===== src/rtl/icache_pkg.sv =====
// Shared types and address-field width helpers for the instruction cache.
package icache_pkg;

  typedef enum logic [1:0] {
    IDLE   = 2'd0,
    REFILL = 2'd1,
    DONE   = 2'd2
  } state_e;

  function automatic int unsigned offset_w(input int unsigned line_words);
    return $clog2(line_words);
  endfunction

  function automatic int unsigned index_w(input int unsigned num_lines);
    return $clog2(num_lines);
  endfunction

  // Remaining high address bits after byte, word-offset and index fields.
  function automatic int unsigned tag_w(input int unsigned addr_width,
                                        input int unsigned line_words,
                                        input int unsigned num_lines);
    return addr_width - 2 - offset_w(line_words) - index_w(num_lines);
  endfunction

endpackage


===== src/rtl/icache_storage.sv =====
// Data, tag and valid arrays of the direct-mapped instruction cache.
// Reads are combinational; one word is written per cycle. Tags and data
// carry no reset; valid bits clear on reset or on the clear strobe.
module icache_storage import icache_pkg::*; #(
  parameter int unsigned BUS_WIDTH  = 32,
  parameter int unsigned LINE_WORDS = 4,
  parameter int unsigned NUM_LINES  = 4,
  parameter int unsigned TAG_W      = 2
) (
  input  logic                              clk_i,
  input  logic                              rst_i,
  input  logic [index_w(NUM_LINES)-1:0]     rd_index_i,
  input  logic [offset_w(LINE_WORDS)-1:0]   rd_offset_i,
  output logic [BUS_WIDTH-1:0]              rd_data_o,
  output logic [TAG_W-1:0]                  rd_tag_o,
  output logic                              rd_valid_o,
  input  logic                              wr_en_i,
  input  logic [index_w(NUM_LINES)-1:0]     wr_index_i,
  input  logic [offset_w(LINE_WORDS)-1:0]   wr_offset_i,
  input  logic [BUS_WIDTH-1:0]              wr_data_i,
  input  logic                              tag_we_i,
  input  logic [TAG_W-1:0]                  tag_data_i,
  input  logic                              set_valid_i,
  input  logic                              clear_i
);

  logic [BUS_WIDTH-1:0] data_q [NUM_LINES][LINE_WORDS];
  logic [TAG_W-1:0]     tag_q  [NUM_LINES];
  logic [NUM_LINES-1:0] valid_q;

  assign rd_data_o  = data_q[rd_index_i][rd_offset_i];
  assign rd_tag_o   = tag_q[rd_index_i];
  assign rd_valid_o = valid_q[rd_index_i];

  // Refill word write; data array is deliberately not reset.
  always_ff @(posedge clk_i) begin
    if (wr_en_i) begin
      data_q[wr_index_i][wr_offset_i] <= wr_data_i;
    end
  end

  // Tag write at line completion; tag array is not reset.
  always_ff @(posedge clk_i) begin
    if (tag_we_i) begin
      tag_q[wr_index_i] <= tag_data_i;
    end
  end

  // Valid bits: clear dominates set so a flush never leaves a fresh line valid.
  always_ff @(posedge clk_i or posedge rst_i) begin
    if (rst_i) begin
      valid_q <= '0;
    end else if (clear_i) begin
      valid_q <= '0;
    end else if (set_valid_i) begin
      valid_q[wr_index_i] <= 1'b1;
    end
  end

endmodule


===== src/rtl/icache_controller.sv =====
// Direct-mapped instruction cache controller: combinational hit path,
// stall-and-refill on miss over a single-outstanding req/ack memory port.
// Optional hit/miss counters are built when ICACHE_PERF_CNT_EN is defined.
module icache_controller import icache_pkg::*; #(
  parameter int unsigned BUS_WIDTH  = 32,
  parameter int unsigned ADDR_WIDTH = 8,
  parameter int unsigned LINE_WORDS = 4,
  parameter int unsigned NUM_LINES  = 4
) (
  input  logic                  i_clk,
  input  logic                  i_rst,
  input  logic                  i_FetchReq,
  input  logic [ADDR_WIDTH-1:0] i_FetchAddress,
  input  logic                  i_Flush,
  output logic [BUS_WIDTH-1:0]  o_Instruction,
  output logic                  o_InstValid,
  output logic                  o_Stall,
  output logic                  o_MemReq,
  output logic [ADDR_WIDTH-1:0] o_MemAddress,
  input  logic [BUS_WIDTH-1:0]  i_MemData,
  input  logic                  i_MemAck
`ifdef ICACHE_PERF_CNT_EN
  ,
  output logic [31:0]           o_HitCount,
  output logic [31:0]           o_MissCount
`endif
);

  localparam int unsigned OFFSET_W = offset_w(LINE_WORDS);
  localparam int unsigned INDEX_W  = index_w(NUM_LINES);
  localparam int unsigned TAG_W    = tag_w(ADDR_WIDTH, LINE_WORDS, NUM_LINES);
  localparam int unsigned LINE_W   = TAG_W + INDEX_W;

  state_e                state_q, state_d;
  logic [OFFSET_W-1:0]   k_q, k_d;
  logic [LINE_W-1:0]     line_q, line_d;
  logic                  pend_q, pend_d;

  logic [OFFSET_W-1:0]   fetch_offset;
  logic [INDEX_W-1:0]    fetch_index;
  logic [TAG_W-1:0]      fetch_tag;
  logic [LINE_W-1:0]     fetch_line;

  logic [BUS_WIDTH-1:0]  rd_data;
  logic [TAG_W-1:0]      rd_tag;
  logic                  rd_valid;
  logic                  hit;
  logic                  last_word;

  logic                  wr_en;
  logic                  tag_we;
  logic                  set_valid;
  logic                  clear;
  logic                  inst_valid;
  logic                  miss_start;

  assign fetch_offset = i_FetchAddress[OFFSET_W+1:2];
  assign fetch_index  = i_FetchAddress[OFFSET_W+2 +: INDEX_W];
  assign fetch_tag    = i_FetchAddress[ADDR_WIDTH-1 -: TAG_W];
  assign fetch_line   = i_FetchAddress[ADDR_WIDTH-1:OFFSET_W+2];

  assign hit       = (state_q == IDLE) && rd_valid && (rd_tag == fetch_tag);
  assign last_word = (k_q == OFFSET_W'(LINE_WORDS - 1));

  icache_storage #(
    .BUS_WIDTH  (BUS_WIDTH),
    .LINE_WORDS (LINE_WORDS),
    .NUM_LINES  (NUM_LINES),
    .TAG_W      (TAG_W)
  ) u_storage (
    .clk_i       (i_clk),
    .rst_i       (i_rst),
    .rd_index_i  (fetch_index),
    .rd_offset_i (fetch_offset),
    .rd_data_o   (rd_data),
    .rd_tag_o    (rd_tag),
    .rd_valid_o  (rd_valid),
    .wr_en_i     (wr_en),
    .wr_index_i  (line_q[INDEX_W-1:0]),
    .wr_offset_i (k_q),
    .wr_data_i   (i_MemData),
    .tag_we_i    (tag_we),
    .tag_data_i  (line_q[LINE_W-1 -: TAG_W]),
    .set_valid_i (set_valid),
    .clear_i     (clear)
  );

  // FSM state, word counter, latched line address and pending flush.
  always_ff @(posedge i_clk or posedge i_rst) begin
    if (i_rst) begin
      state_q <= IDLE;
      k_q     <= '0;
      line_q  <= '0;
      pend_q  <= 1'b0;
    end else begin
      state_q <= state_d;
      k_q     <= k_d;
      line_q  <= line_d;
      pend_q  <= pend_d;
    end
  end

  // Next-state, storage control and core/memory outputs.
  // Everything stays at its default while reset is held, so the core-facing
  // outputs read zero immediately even with a fetch request present.
  always_comb begin
    state_d       = state_q;
    k_d           = k_q;
    line_d        = line_q;
    pend_d        = pend_q;
    wr_en         = 1'b0;
    tag_we        = 1'b0;
    set_valid     = 1'b0;
    clear         = 1'b0;
    inst_valid    = 1'b0;
    miss_start    = 1'b0;
    o_Stall       = 1'b0;
    o_MemReq      = 1'b0;
    o_MemAddress  = '0;
    o_Instruction = '0;
    if (!i_rst) begin
      unique case (state_q)
        IDLE: begin
          pend_d = 1'b0;
          clear  = i_Flush;
          if (i_FetchReq) begin
            if (hit && !i_Flush) begin
              inst_valid    = 1'b1;
              o_Instruction = rd_data;
            end else begin
              o_Stall    = 1'b1;
              miss_start = 1'b1;
              line_d     = fetch_line;
              k_d        = '0;
              state_d    = REFILL;
            end
          end
        end
        REFILL: begin
          o_Stall      = 1'b1;
          o_MemReq     = 1'b1;
          o_MemAddress = {line_q, k_q, 2'b00};
          if (i_Flush) begin
            pend_d = 1'b1;
          end
          if (i_MemAck) begin
            wr_en = 1'b1;
            if (last_word) begin
              tag_we    = 1'b1;
              set_valid = !(pend_q || i_Flush);
              clear     = pend_q || i_Flush;
              k_d       = '0;
              state_d   = DONE;
            end else begin
              k_d = k_q + OFFSET_W'(1);
            end
          end
        end
        DONE: begin
          o_Stall = 1'b1;
          // A flush arriving in this last stall cycle still applies.
          clear   = i_Flush;
          pend_d  = 1'b0;
          state_d = IDLE;
        end
        default: begin
          state_d = IDLE;
        end
      endcase
    end
  end

  assign o_InstValid = inst_valid;

`ifdef ICACHE_PERF_CNT_EN
  logic [31:0] hit_cnt_q, hit_cnt_d;
  logic [31:0] miss_cnt_q, miss_cnt_d;

  // Saturating next values for the performance counters.
  always_comb begin
    hit_cnt_d  = hit_cnt_q;
    miss_cnt_d = miss_cnt_q;
    if (inst_valid && (hit_cnt_q != '1)) begin
      hit_cnt_d = hit_cnt_q + 32'd1;
    end
    if (miss_start && (miss_cnt_q != '1)) begin
      miss_cnt_d = miss_cnt_q + 32'd1;
    end
  end

  // Performance counter registers; untouched by flush.
  always_ff @(posedge i_clk or posedge i_rst) begin
    if (i_rst) begin
      hit_cnt_q  <= '0;
      miss_cnt_q <= '0;
    end else begin
      hit_cnt_q  <= hit_cnt_d;
      miss_cnt_q <= miss_cnt_d;
    end
  end

  assign o_HitCount  = hit_cnt_q;
  assign o_MissCount = miss_cnt_q;
`endif

endmodule


===== config.mk =====
export PLATFORM = sky130hd
export DESIGN_NAME = icache_controller
export DESIGN_NICKNAME = d
export VERILOG_FILES = /design/src/rtl/icache_pkg.sv /design/src/rtl/icache_storage.sv /design/src/rtl/icache_controller.sv
export SDC_FILE = /design/constraint.sdc
export NUM_CORES = 1
export LEC_CHECK = 0
export CELL_PAD_IN_SITES_DETAIL_PLACEMENT = 1
export CELL_PAD_IN_SITES_GLOBAL_PLACEMENT = 1
export CORE_MARGIN = 2
export CORE_UTILIZATION = 35
export DETAILED_ROUTE_END_ITERATION = 16
export DONT_BUFFER_PORTS = 1
export PLACE_DENSITY = 0.55
export SYNTH_ARGS = -nofsm -noshare
export SYNTH_HDL_FRONTEND = slang
export SYNTH_HIERARCHICAL = 1
export SYNTH_SLANG_ARGS = --single-unit

===== constraint.sdc =====
create_clock -name i_clk -period 4.93 [get_ports i_clk]
set_input_delay 0.986 -clock i_clk [delete_from_list [all_inputs] [get_ports i_clk]]
set_output_delay 0.986 -clock i_clk [all_outputs]
set_load 0.01 [all_outputs]

==> Word-level counts from Yosys, hierarchy flattened <==
Memory sizes are Yosys's and may differ from the RTL's.
Index checks and enable logic that the tools add are counted.
W data, S select, Z words.
{ "totals": {"register_bits": 13, "ram_bits": 520, "rom_bits": 0, "wordCells": 104, "memories": 2, "latchBits": 0} }
{ "op_classes": {"reduce_logical": 18, "div": 0, "bitwise": 5, "n_lt_le_gt_ge": 6, "eq_ne": 9, "multipliers": 0, "shifts": 0, "mux": 58, "addsub": 1} }
{ "memory_table": {"columns": ["name", "words", "word_bits", "read_ports", "rd_clocked_by_memory_dff", "write_ports", "line", "rtl"], "rows": [
  ["u_storage.data_q", 4, 128, 1, 0, 1, "icache_storage.sv:27", "logic [BUS_WIDTH-1:0] data_q [NUM_LINES][LINE_WORDS];"],
  ["u_storage.tag_q", 4, 2, 1, 0, 1, "icache_storage.sv:28", "logic [TAG_W-1:0] tag_q [NUM_LINES];"]
]} }
{ "op_table": {"columns": ["op", "count"], "rows": [
  ["$mux W32", 7],
  ["$mux W128", 1],
  ["$bmux W32 S2", 1],
  ["$demux W32 S2", 1],
  ["$mux W1", 29],
  ["$mux W2", 8],
  ["$mux W8", 2],
  ["$ne A2 B2 Y1 const B", 5],
  ["$reduce_and A5 Y1", 2],
  ["$mux W4", 2],
  ["$pmux W2 S2", 2],
  ["$ge A3 B3 Y1 const B", 2],
  ["$lt A2 B3 Y1 const B", 2],
  ["$not A2 Y3", 2],
  ["$pmux W1 S2", 3],
  ["$reduce_bool A2 Y1", 3],
  ["$logic_and A1 B1 Y1", 5],
  ["$eq A2 B2 Y1 const B", 2],
  ["$or A4 B4 Y4", 1],
  ["$reduce_and A4 Y1", 1],
  ["$reduce_or A2 Y1", 2],
  ["$lt A3 B1 Y1 const B", 1],
  ["$reduce_and A3 Y1", 1],
  ["$add A2 B1 Y2 const B", 1],
  ["9 further kinds", 11]
]} }

==> Depth between registers and ports, before layout <==
Gate-level depths: netlist (run 1).
{ "depth": {"word_depth": 9, "depth_mapped": 9, "depth_no_buf": 7} }

==> By module <==
The synthesis (run 1) kept the hierarchy.
{ "modules_own_cells": {"columns": ["mod", "seq_area_each_um2", "area_per_inst_um2", "cells_each", "n_inst"], "rows": [
  ["icache_storage", 15715.1, 19736.4, 840, 1],
  ["icache_controller", 225.2, 958.4, 121, 1]
]} }

==> Least setup slack after synthesis (run 1) <==
OpenSTA, ideal clock, no wires.
{ "synth_path": {"kind": "input to register", "startpoint": "input port i_rst", "endpoint": "memory u_storage/data_q[0][100] in the netlist's numbering, enable pin", "path_buffers": 1, "arrival_ns": 4.406, "slack_ns": 0.063, "path_stages": 5, "setup_ns": 0.461, "required_time_ns": 4.469, "cell_sequence": "buf_2 > inv_1 > and3_1 > or3b_2 > nor3_1"} }
{ "synth_between": {"elab_chain_len": 3} }
{ "synth_rtl": {"columns": ["element", "line", "rtl"], "rows": [
  ["start, declared", "icache_controller.sv:11", "input logic i_rst,"],
  ["$mux W1", "icache_controller.sv:121", "if (!i_rst) begin"],
  ["via wr_en", "icache_controller.sv:50", "logic wr_en;"],
  ["$mux W1", "icache_storage.sv:37", "if (wr_en_i) begin"],
  ["$mux W128 (not written as such)", "icache_storage.sv:38", "data_q[wr_index_i][wr_offset_i] <= wr_data_i;"],
  ["end, declared", "icache_storage.sv:27", null]
]} }
The timed path passes the listed nets, and every way through them passes these cells.

==> Final worst setup path (run 1) <==
{ "layout_path": {"startpoint": "register state_q[0]", "endpoint": "output port o_Instruction[17]"} }
{ "layout_between": {"elab_chain_len": 8} }
{ "layout_rtl": {"columns": ["element", "line", "rtl"], "rows": [
  ["start, declared", "icache_controller.sv:34", "state_e state_q, state_d;"],
  ["start signal, assigned", "icache_controller.sv:96", "state_q <= state_d;"],
  ["$logic_not A2 Y1 *", "icache_controller.sv:62, icache_controller.sv:122", null],
  ["$logic_and A1 B1 Y1 (2 in a row)", "icache_controller.sv:62", "assign hit = (state_q == IDLE) && rd_valid && (rd_tag == fetch_tag);"],
  ["$logic_and A1 B1 Y1", "icache_controller.sv:127", "if (hit && !i_Flush) begin"],
  ["$mux W32", "icache_controller.sv:127", null],
  ["$mux W32", "icache_controller.sv:126", "if (i_FetchReq) begin"],
  ["$mux W32 *", "icache_controller.sv:122", "unique case (state_q)"],
  ["$mux W32 *", "icache_controller.sv:121", null],
  ["end, declared", "icache_controller.sv:15", "output logic [BUS_WIDTH-1:0] o_Instruction,"]
]} }
Mark *: on every way between the ends. The rest lies on a longest branch, timed or not.

==> results.yml, run 1 <==
drt:
  vias: 9521
  drtAntennaViolNets: 0
  drtIter0Drc: 671
  via_per_inst: 5.29
  wl_um: 49600
  route.met2.wl_um: 24900
  drc: 0
  wl_met1_um: 21800
  routed.top_layer: "met4"
  wl_per_cell_um: 27.6
  wl_met3_um: 2020
  dr.pass1.iters: 5
synth:
  synth_top_family_by_area: "multiplexers"
  synth.largest_area_cell: "edfxtp_1"
  synth-simple-area-share_pct: 3.29
  ys_types: 39
  yosysMostFrequentCell: "edfxtp_1"
  synthAdderAreaFrac_pct: 0.363
  synth_compound_area_share_pct: 2.97
  synth-async-reset-ratio_pct: 2.44
  syn_avg_cell_area_sq_um: 21.5
  yosysSeqAreaShare_pct: 77.0
  yosys-top-cells-area: "edfxtp_1, mux4_2, a22oi_1"
  ys.flop_type: "edfxtp_1"
  yosysTopAreaCellShare_pct: 75.5
  syn_area_sq_um: 20700
  synth_enable_flop_cells: 520
  synth_common_cells: "edfxtp_1, mux4_2, a22oi_1, and3_1, nand2_1"
  synth-seq-cells: 533
  synthCells: 961
  yosys_warnings: 6
  synthMuxAreaShare_pct: 14.5
  synth-xor-area-share_pct: 0.127
sta:
  tns_ns: 0
  rsz0062_at_grt: "no"
  worst_slack_ns: 0.806
  setup_violations: 0
  max_slew_margin_pct: 30.9
  skew_ns: 0.0171
  period_needed_ns: 4.12
  finalHoldViolCount: 0
  fin_crit_sh_pct: 83.6
  drv_slew: 0
  worstMarginPinSlew_ns: 1.01
  fmax_mhz: 243
worst_setup_path:
  cp-start-kind: "flip-flop"
  crit_fanout: 19
  endpoint_kind: "output port"
  r2r_cells: 6
  crit_arrival_ns: 3.14
  critical_path_required_ns: 3.94
  crit_type: "flip-flop to output port"
cts:
  htreeDepth: 2
  post-cts-setup-buffers: 0
  cts.sinks: 533
  clk_latency_ns: 0.62
  numCtsBuffers: 56
  clk_pin_slew_ns: 0.06
  cts_resized: 0
  root_buffer: "clkbuf_16"
  clockBufferDepth: 3
  cts_tree: "yes"
  holdBufCountCts: 0
job:
  maxCapViolCount: 0
placed_design:
  preCtsSetupSlack_ns: 0.948
  routabilityCongestion: 0.696
  portBuffers: 0
  dpl.cell_count: 1701
  dpl.hpwl_um: 25600
final_layout:
  final_cell_count_no_fill: 1801
  nets: 1037
  antenna_cells: 0
  regArea_sq_um: 15900
  utilization_pct: 39.8
  drive_gt1_share_pct: 24.3
  syn_to_final_growth_pct: 13.0
  n_fill_cell: 5482
  multi_input_area_sq_um: 4530
power:
  p_leak_nw: 7.42
  vdd_drop_max_uv: 248
  powerDensity_nw_per_um2: 419
global_routing:
  grt_max_degree: 133
  grt_pass1_vias: 10500
  grt_pass1_wl_um: 72800
  grt_overflow_total: 0
  grt_usage_pct: 16.6
  antenna_found_initial: 0
floorplanning:
  die_w_um: 247
  io_pins: 88
  core_sq_um: 58700
  num_rows: 89
  initial_core_util_pct: 35.3
  chipHeight_um: 247
  die_area_sq_um: 61100
worst_hold_path:
  hold_path.class: "input port to asynchronous set/reset pin"
status:
  outcome: "completed"
-- area by class of cell --
class                           count  area share (%)
Inverter                            8           0.128
Multi-Input combinational cell    363            19.4
Tap cell                          773            4.14
Clock buffer                       66            6.25
Clock inverter                     34           0.974
Sequential cell                   533            68.2
Timing Repair Buffer               24           0.931
-- layer usage --
metal / up-vias / GRT usage [%]
met4: 0 / 4.00
met2: 184 / 27.9
li1: 4088 / -
met3: 58 / 3.18
met1: 5191 / 22.2
met5: - / 0
-- sequential cells by signal, summed over array words and instances (netlist names) --
| register | flops |
|---|---|
| k_q | 2 |
| u_storage/tag_q | 8 |
| state_q | 2 |
| u_storage/valid_q | 4 |
| pend_q | 1 |
| line_q | 4 |
| u_storage/data_q | 512 |
-- cell usage in the layout, fill, tap and decap left out, types with 8 or more instances in the layout --
cell	count
and3_1	43
clkinv_1	23
mux4_2	131
buf_4	21
nor2_4	14
clkbuf_1	9
nand2_1	38
inv_1	8
a22oi_1	64
edfxtp_1	520
dfrtp_1	13
nor2_1	11
clkbuf_16	57
-- cell families (layout without fill, tap and decap cells) --
family,Yosys count,count (layout)
compound gates,84,84
other cells,1,2
flops,533,533
buf+inv,66,132
fa+ha+maj,6,6
xor+xnor,3,3
simple gates,133,133
mux,135,135
-- stage by stage --
stage	hold slack (ns)	total power [W]	cell area [sq um]
4_1_cts	0.111	0.00994	23400
3_3_place_gp	0.480	0.00599	21700
3_5_place_dp	0.495	0.00600	21700
6_report	0.154	0.00980	23400
2_1_floorplan	0.457	0.00578	20700
5_1_grt	0.128	0.0102	23400
-- final timing paths --
path	from	endpoint	slack, ns
setup / recovery	state_q[0]$_DFFE_PP0P_	o_Instruction[17]	0.81
hold / removal	i_rst	u_storage/valid_q[2]$_DFFE_PP0P_	0.15
setup reg to reg	state_q[1]$_DFFE_PP0P_	u_storage/data_q[1][115]$_DFFE_PP_	1.88
hold reg to reg	u_storage/valid_q[3]$_DFFE_PP0P_	u_storage/valid_q[3]$_DFFE_PP0P_	0.51
max in group asynchronous	i_rst	pend_q$_DFFE_PP0P_	4.47
min in group i_clk	i_MemData[22]	u_storage/data_q[2][86]$_DFFE_PP_	0.46
-- where the power goes --
part | total [W] | switching, W | internal (W)
Sequential | 0.00524 | 0.0000946 | 0.00515
Combinational | 0.000651 | 0.000397 | 0.000253
Clock | 0.00391 | 0.00171 | 0.00220
Total | 0.00980 | 0.00220 | 0.00760
-- worst max-delay path, stage by stage (launching register included) --
cell and delay (ns):
dfrtp_1 0.42, inv_1 0.12, ha_1 0.33, nand3b_1 0.35, inv_1 0.59, buf_4 0.40
and3_1 0.28
Power figures use the tool's default switching activity.
==> inputs of run 2 (changes only) <==
==> constraint.sdc (replaced) <==
create_clock -name i_clk -period 4.2 [get_ports i_clk]
set_input_delay 0.84 -clock i_clk [delete_from_list [all_inputs] [get_ports i_clk]]
set_output_delay 0.84 -clock i_clk [all_outputs]
set_load 0.01 [all_outputs]
==> results.yml, run 2 (synthesis results as in run 1) <==
drt:
  drc: 0
  drtAntennaViolNets: 0
  via_per_inst: 5.33
  wl_um: 49200
  wl_per_cell_um: 27.2
  dr.pass1.iters: 5
  drtIter0Drc: 648
  vias: 9653
power:
  clkPwrFrac_pct: 40.8
  seq_power_share_pct: 52.5
  vdd_drop_max_uv: 288
  p_leak_nw: 7.53
  p_int_w: 0.00913
  p_switching_w: 0.00262
  powerDensity_nw_per_um2: 497
  swShare_pct: 22.3
  pwr-share-comb_pct: 6.7
sta:
  worstMarginPinSlew_ns: 1.06
  period_needed_ns: 3.71
  skew_ns: 0.0228
  max_slew_margin_pct: 27.7
  holdWs_ns: 0.138
  tns_ns: 0
  finalHoldViolCount: 0
  setup_violations: 0
  worst_slack_ns: 0.493
  fin_crit_sh_pct: 88.3
  drv_slew: 0
  fmax_mhz: 270
  rsz0062_at_grt: "no"
floorplanning:
  core_sq_um: 58700
  die_w_um: 247
  io_pins: 88
  num_rows: 89
  chipHeight_um: 247
  initial_core_util_pct: 35.3
  die_area_sq_um: 61100
job:
  maxCapViolCount: 0
global_routing:
  grt_usage_pct: 16.5
  grt_pass1_vias: 10500
  antenna_found_initial: 0
  grt_pass1_wl_um: 72300
  grt_overflow_total: 0
  grt_max_degree: 133
placed_design:
  dpl.hpwl_um: 26400
  dpl.cell_count: 1709
  routabilityCongestion: 0.690
  preCtsSetupSlack_ns: 0.552
  portBuffers: 0
worst_setup_path:
  crit_type: "flip-flop to output port"
  cp.buffers_inverters: 0
  r2r_cells: 6
  cp_cell_sequence: "mux4_2 -> xnor2_1 -> and3_2 -> and3_1"
  cp-start-kind: "flip-flop"
  cp_top_family: "simple AND/OR/NAND/NOR gates"
  crit_arrival_ns: 2.87
  cp_slowest_cell: "and3_2"
  max_stage_delay_ns: 0.80
  crit_fanout: 33
  critical_path_required_ns: 3.36
  reg2reg_from: "state_q[1]$_DFFE_PP0P_"
  r2r_end: "u_storage/data_q[3][115]$_DFFE_PP_"
  endpoint_kind: "output port"
  rrSetupSlack_ns: 1.02
final_layout:
  syn_to_final_growth_pct: 14.1
  final_common_cell: "edfxtp_1"
  antenna_cells: 0
  drive_gt1_share_pct: 25.6
  reg_top3: "u_storage/data_q (512), u_storage/tag_q (8)"
  n_fill_cell: 5444
  final_cell_count_no_fill: 1812
  largest_reg_flops: 512
  regMostFlops: "u_storage/data_q"
  final_cell_mix: "edfxtp_1, mux4_2, a22oi_1"
  nets: 1046
cts:
  root_buffer: "clkbuf_16"
  clk_latency_ns: 0.60
  clockBufferDepth: 3
  post-cts-setup-buffers: 0
  cts.sinks: 533
  cts_resized: 0
  htreeDepth: 2
  clk_pin_slew_ns: 0.06
  holdBufCountCts: 1
  numCtsBuffers: 56
  cts_tree: "yes"
status:
  outcome: "completed"
worst_hold_path:
  hold_path.class: "input port to asynchronous set/reset pin"
-- run 2: changes by cell type in the layout (fill, tap and decap cells not counted), sizes merged --
cell	previous run	this run
clkinv	32	26
bufinv	2	5
clkbuf	66	67
clkinvlp	0	1
dlygate4sd3	0	1
buf	24	32
inv	8	11
-- run 2: worst max-delay path by stage --
stage                                         start                            endpoint  slack, ns  cells after the start
CTS                 u_storage/tag_q[3][1]$_DFFE_PP_                   o_Instruction[20]       0.40                      4
global placement                  i_FetchAddress[4]                   o_Instruction[12]       0.55                      4
global route        u_storage/tag_q[2][1]$_DFFE_PP_                   o_Instruction[12]       0.32                      4
detailed placement                i_FetchAddress[4]                   o_Instruction[30]       0.55                      4
floorplan                                     i_rst  u_storage/data_q[1][100]$_DFFE_PP_       0.34                      5
finish              u_storage/tag_q[3][1]$_DFFE_PP_                   o_Instruction[18]       0.49                      4
-- run 2: cell type report --
class | count | area (sq um) | area share, %
flip-flops and latches | 533 | 15900 | 67.5
repair buffers | 33 | 363 | 1.54
inverters | 8 | 30.0 | 0.127
clock inverters | 35 | 297 | 1.26
clock buffers | 67 | 1460 | 6.20
well taps | 773 | 967 | 4.09
multi-input cells | 363 | 4560 | 19.3
-- run 2: per-layer routing --
layer | part of all wire [%] | up-vias | GRT usage (%) | wire length (um)
li1 | - | 4119 | - | -
met1 | 45 | 5290 | 22.7 | 21900
met2 | 49 | 181 | 27.0 | 24200
met3 | 4.5 | 63 | 3.36 | 2240
met4 | 1.8 | 0 | 3.76 | 884
met5 | 0 | - | 0 | 0
-- run 2: per-stage QoR --
stage / power [W] / instance area (sq um) / utilization, %
after floorplan: 0.00680 / 20700 / -
after global placement: 0.00707 / 21800 / 37.2
after detailed placement: 0.00709 / 21800 / 37.2
after CTS: 0.0119 / 23600 / 40.2
after global routing: 0.0122 / 23600 / 40.2
final: 0.0117 / 23600 / 40.2
-- run 2: worst reg2reg max path, cell delays in order, from the launching register on --
cell and delay, ns:
dfrtp_1 0.40, inv_1 0.13, ha_1 0.44, and3_1 0.34, or3b_2 0.60, nor2_4 0.55, buf_4 0.38
-- run 2: power by group through the flow --
stage,registers [W],logic (W),clock network [W]
2_1_floorplan,0.00621,0.000591,0
3_3_place_gp,0.00627,0.000795,0
3_5_place_dp,0.00628,0.000806,0
4_1_cts,0.00617,0.000812,0.00493
5_1_grt,0.00619,0.000864,0.00511
6_report,0.00617,0.000790,0.00479
==> inputs of run 3 (changes only) <==
--- a/config.mk
+++ b/config.mk
@@ -5,6 +5,7 @@
 export SDC_FILE = /design/constraint.sdc
 export NUM_CORES = 1
 export LEC_CHECK = 0
+export CAP_MARGIN = 20
 export CELL_PAD_IN_SITES_DETAIL_PLACEMENT = 1
 export CELL_PAD_IN_SITES_GLOBAL_PLACEMENT = 1
 export CORE_MARGIN = 2
==> results.yml, run 3 (synthesis results as in run 1) <==
sta:
  fin_crit_sh_pct: 88.0
  fmax_mhz: 270
  max_slew_margin_pct: 42.4
  tns_ns: 0
  drv_slew: 0
  setup_violations: 0
  period_needed_ns: 3.70
  rsz0062_at_grt: "no"
  worstMarginPinSlew_ns: 0.864
  finalHoldViolCount: 0
  skew_ns: 0.0223
drt:
  wl_met1_um: 21100
  drtIter0Drc: 676
  wl_um: 49200
  wl_met3_um: 3100
  route.met2.wl_um: 24100
  vias: 9601
  drtAntennaViolNets: 0
  routed.top_layer: "met4"
  dr.pass1.iters: 4
  drc: 0
  wl_per_cell_um: 27.1
  via_per_inst: 5.30
global_routing:
  grt_pass1_vias: 10500
  grt_overflow_total: 0
  grt_pass1_wl_um: 72300
  grt_usage_pct: 16.5
  antenna_found_initial: 0
  grt_max_degree: 133
status:
  outcome: "completed"
final_layout:
  final_cell_count_no_fill: 1813
  n_fill_cell: 5443
  syn_to_final_growth_pct: 14.2
  antenna_cells: 0
  drive_gt1_share_pct: 25.6
  final_cell_mix: "edfxtp_1, mux4_2, a22oi_1"
  final_common_cell: "edfxtp_1"
  regMostFlops: "u_storage/data_q"
  largest_reg_flops: 512
  reg_top3: "u_storage/data_q (512), u_storage/tag_q (8)"
  nets: 1047
worst_setup_path:
  crit_arrival_ns: 2.86
  crit_type: "flip-flop to output port"
  critical_path_required_ns: 3.36
  cp-start-kind: "flip-flop"
  crit_fanout: 33
  endpoint_kind: "output port"
power:
  p_leak_nw: 7.55
  vdd_drop_max_uv: 289
  powerDensity_nw_per_um2: 497
floorplanning:
  die_w_um: 247
  num_rows: 89
  initial_core_util_pct: 35.3
  chipHeight_um: 247
  io_pins: 88
  core_sq_um: 58700
  die_area_sq_um: 61100
placed_design:
  portBuffers: 0
  dpl.hpwl_um: 26400
  routabilityCongestion: 0.690
  dpl.cell_count: 1709
cts:
  htreeDepth: 2
  clk_pin_slew_ns: 0.06
  clockBufferDepth: 3
  numCtsBuffers: 56
  cts_tree: "yes"
  root_buffer: "clkbuf_16"
  clk_latency_ns: 0.60
  cts.sinks: 533
  post-cts-setup-buffers: 0
job:
  maxCapViolCount: 0
worst_hold_path:
  hold_path.class: "input port to asynchronous set/reset pin"
==> run 3: cell types whose count changed in the layout (fill, tap and decap cells not counted) <==
cell            previous run  this run
dlymetal6s2s_1             0         1
==> run 3: final timing paths <==
path / start / end / slack [ns] / cells past startpoint
worst max-delay path: u_storage/tag_q[3][1]$_DFFE_PP_ / o_Instruction[18] / 0.50 / 4
max in group asynchronous: i_rst / u_storage/valid_q[0]$_DFFE_PP0P_ / 3.45 / 2
worst min register to register: u_storage/valid_q[0]$_DFFE_PP0P_ / u_storage/valid_q[0]$_DFFE_PP0P_ / 0.50 / 2
worst max register to register: state_q[1]$_DFFE_PP0P_ / u_storage/data_q[2][115]$_DFFE_PP_ / 1.04 / 6
min in group i_clk: i_MemData[8] / u_storage/data_q[0][72]$_DFFE_PP_ / 0.32 / 0
worst min-delay path: i_rst / k_q[1]$_DFFE_PP0P_ / 0.14 / 2
==> run 3: metal layers <==
metal  GRT usage, %  vias up
met5              0        -
met4           3.76        0
met3           3.36       62
met2           27.0      218
met1           22.7     5196
li1               -     4125
==> run 3: critical path: stages, from the launching register on <==
cell and delay (ns):
edfxtp_1 0.37, mux4_2 0.51, xnor2_1 0.21, and3_2 0.79, and3_1 0.34
==> run 3: layout make-up <==
type                    count  area (sq um)  area share (%)
multi-input cells         363          4560            19.3
well taps                 773           967            4.09
repair buffers             34           375            1.59
clock buffers              67          1460            6.19
flip-flops and latches    533         15900            67.5
clock inverters            35           297            1.25
inverters                   8          30.0           0.127
==> run 3: timing repair <==
action,4_1_cts,5_1_grt
endpoints found under the hold margin,4,0
hold buffers,1,0
gates resized for setup,0,0
==> run 3: where the power goes <==
part,switching [W],internal (W),total (W)
clock network,0.00201,0.00278,0.00479
registers,0.000130,0.00604,0.00617
logic,0.000477,0.000315,0.000791
total,0.00262,0.00913,0.0117
==> run 3: metrics by stage <==
stage                     power [W]  hold WS [ns]  util, %  instance area [sq um]  setup slack (ns)
after detailed placement    0.00709         0.490     37.2                  21800             0.552
after global placement      0.00707         0.475     37.2                  21800             0.550
after CTS                    0.0119         0.105     40.2                  23600             0.396
after global routing         0.0122         0.127     40.3                  23600             0.318
final                        0.0117         0.137     40.3                  23600             0.503
after floorplan             0.00680         0.457        -                  20700             0.336
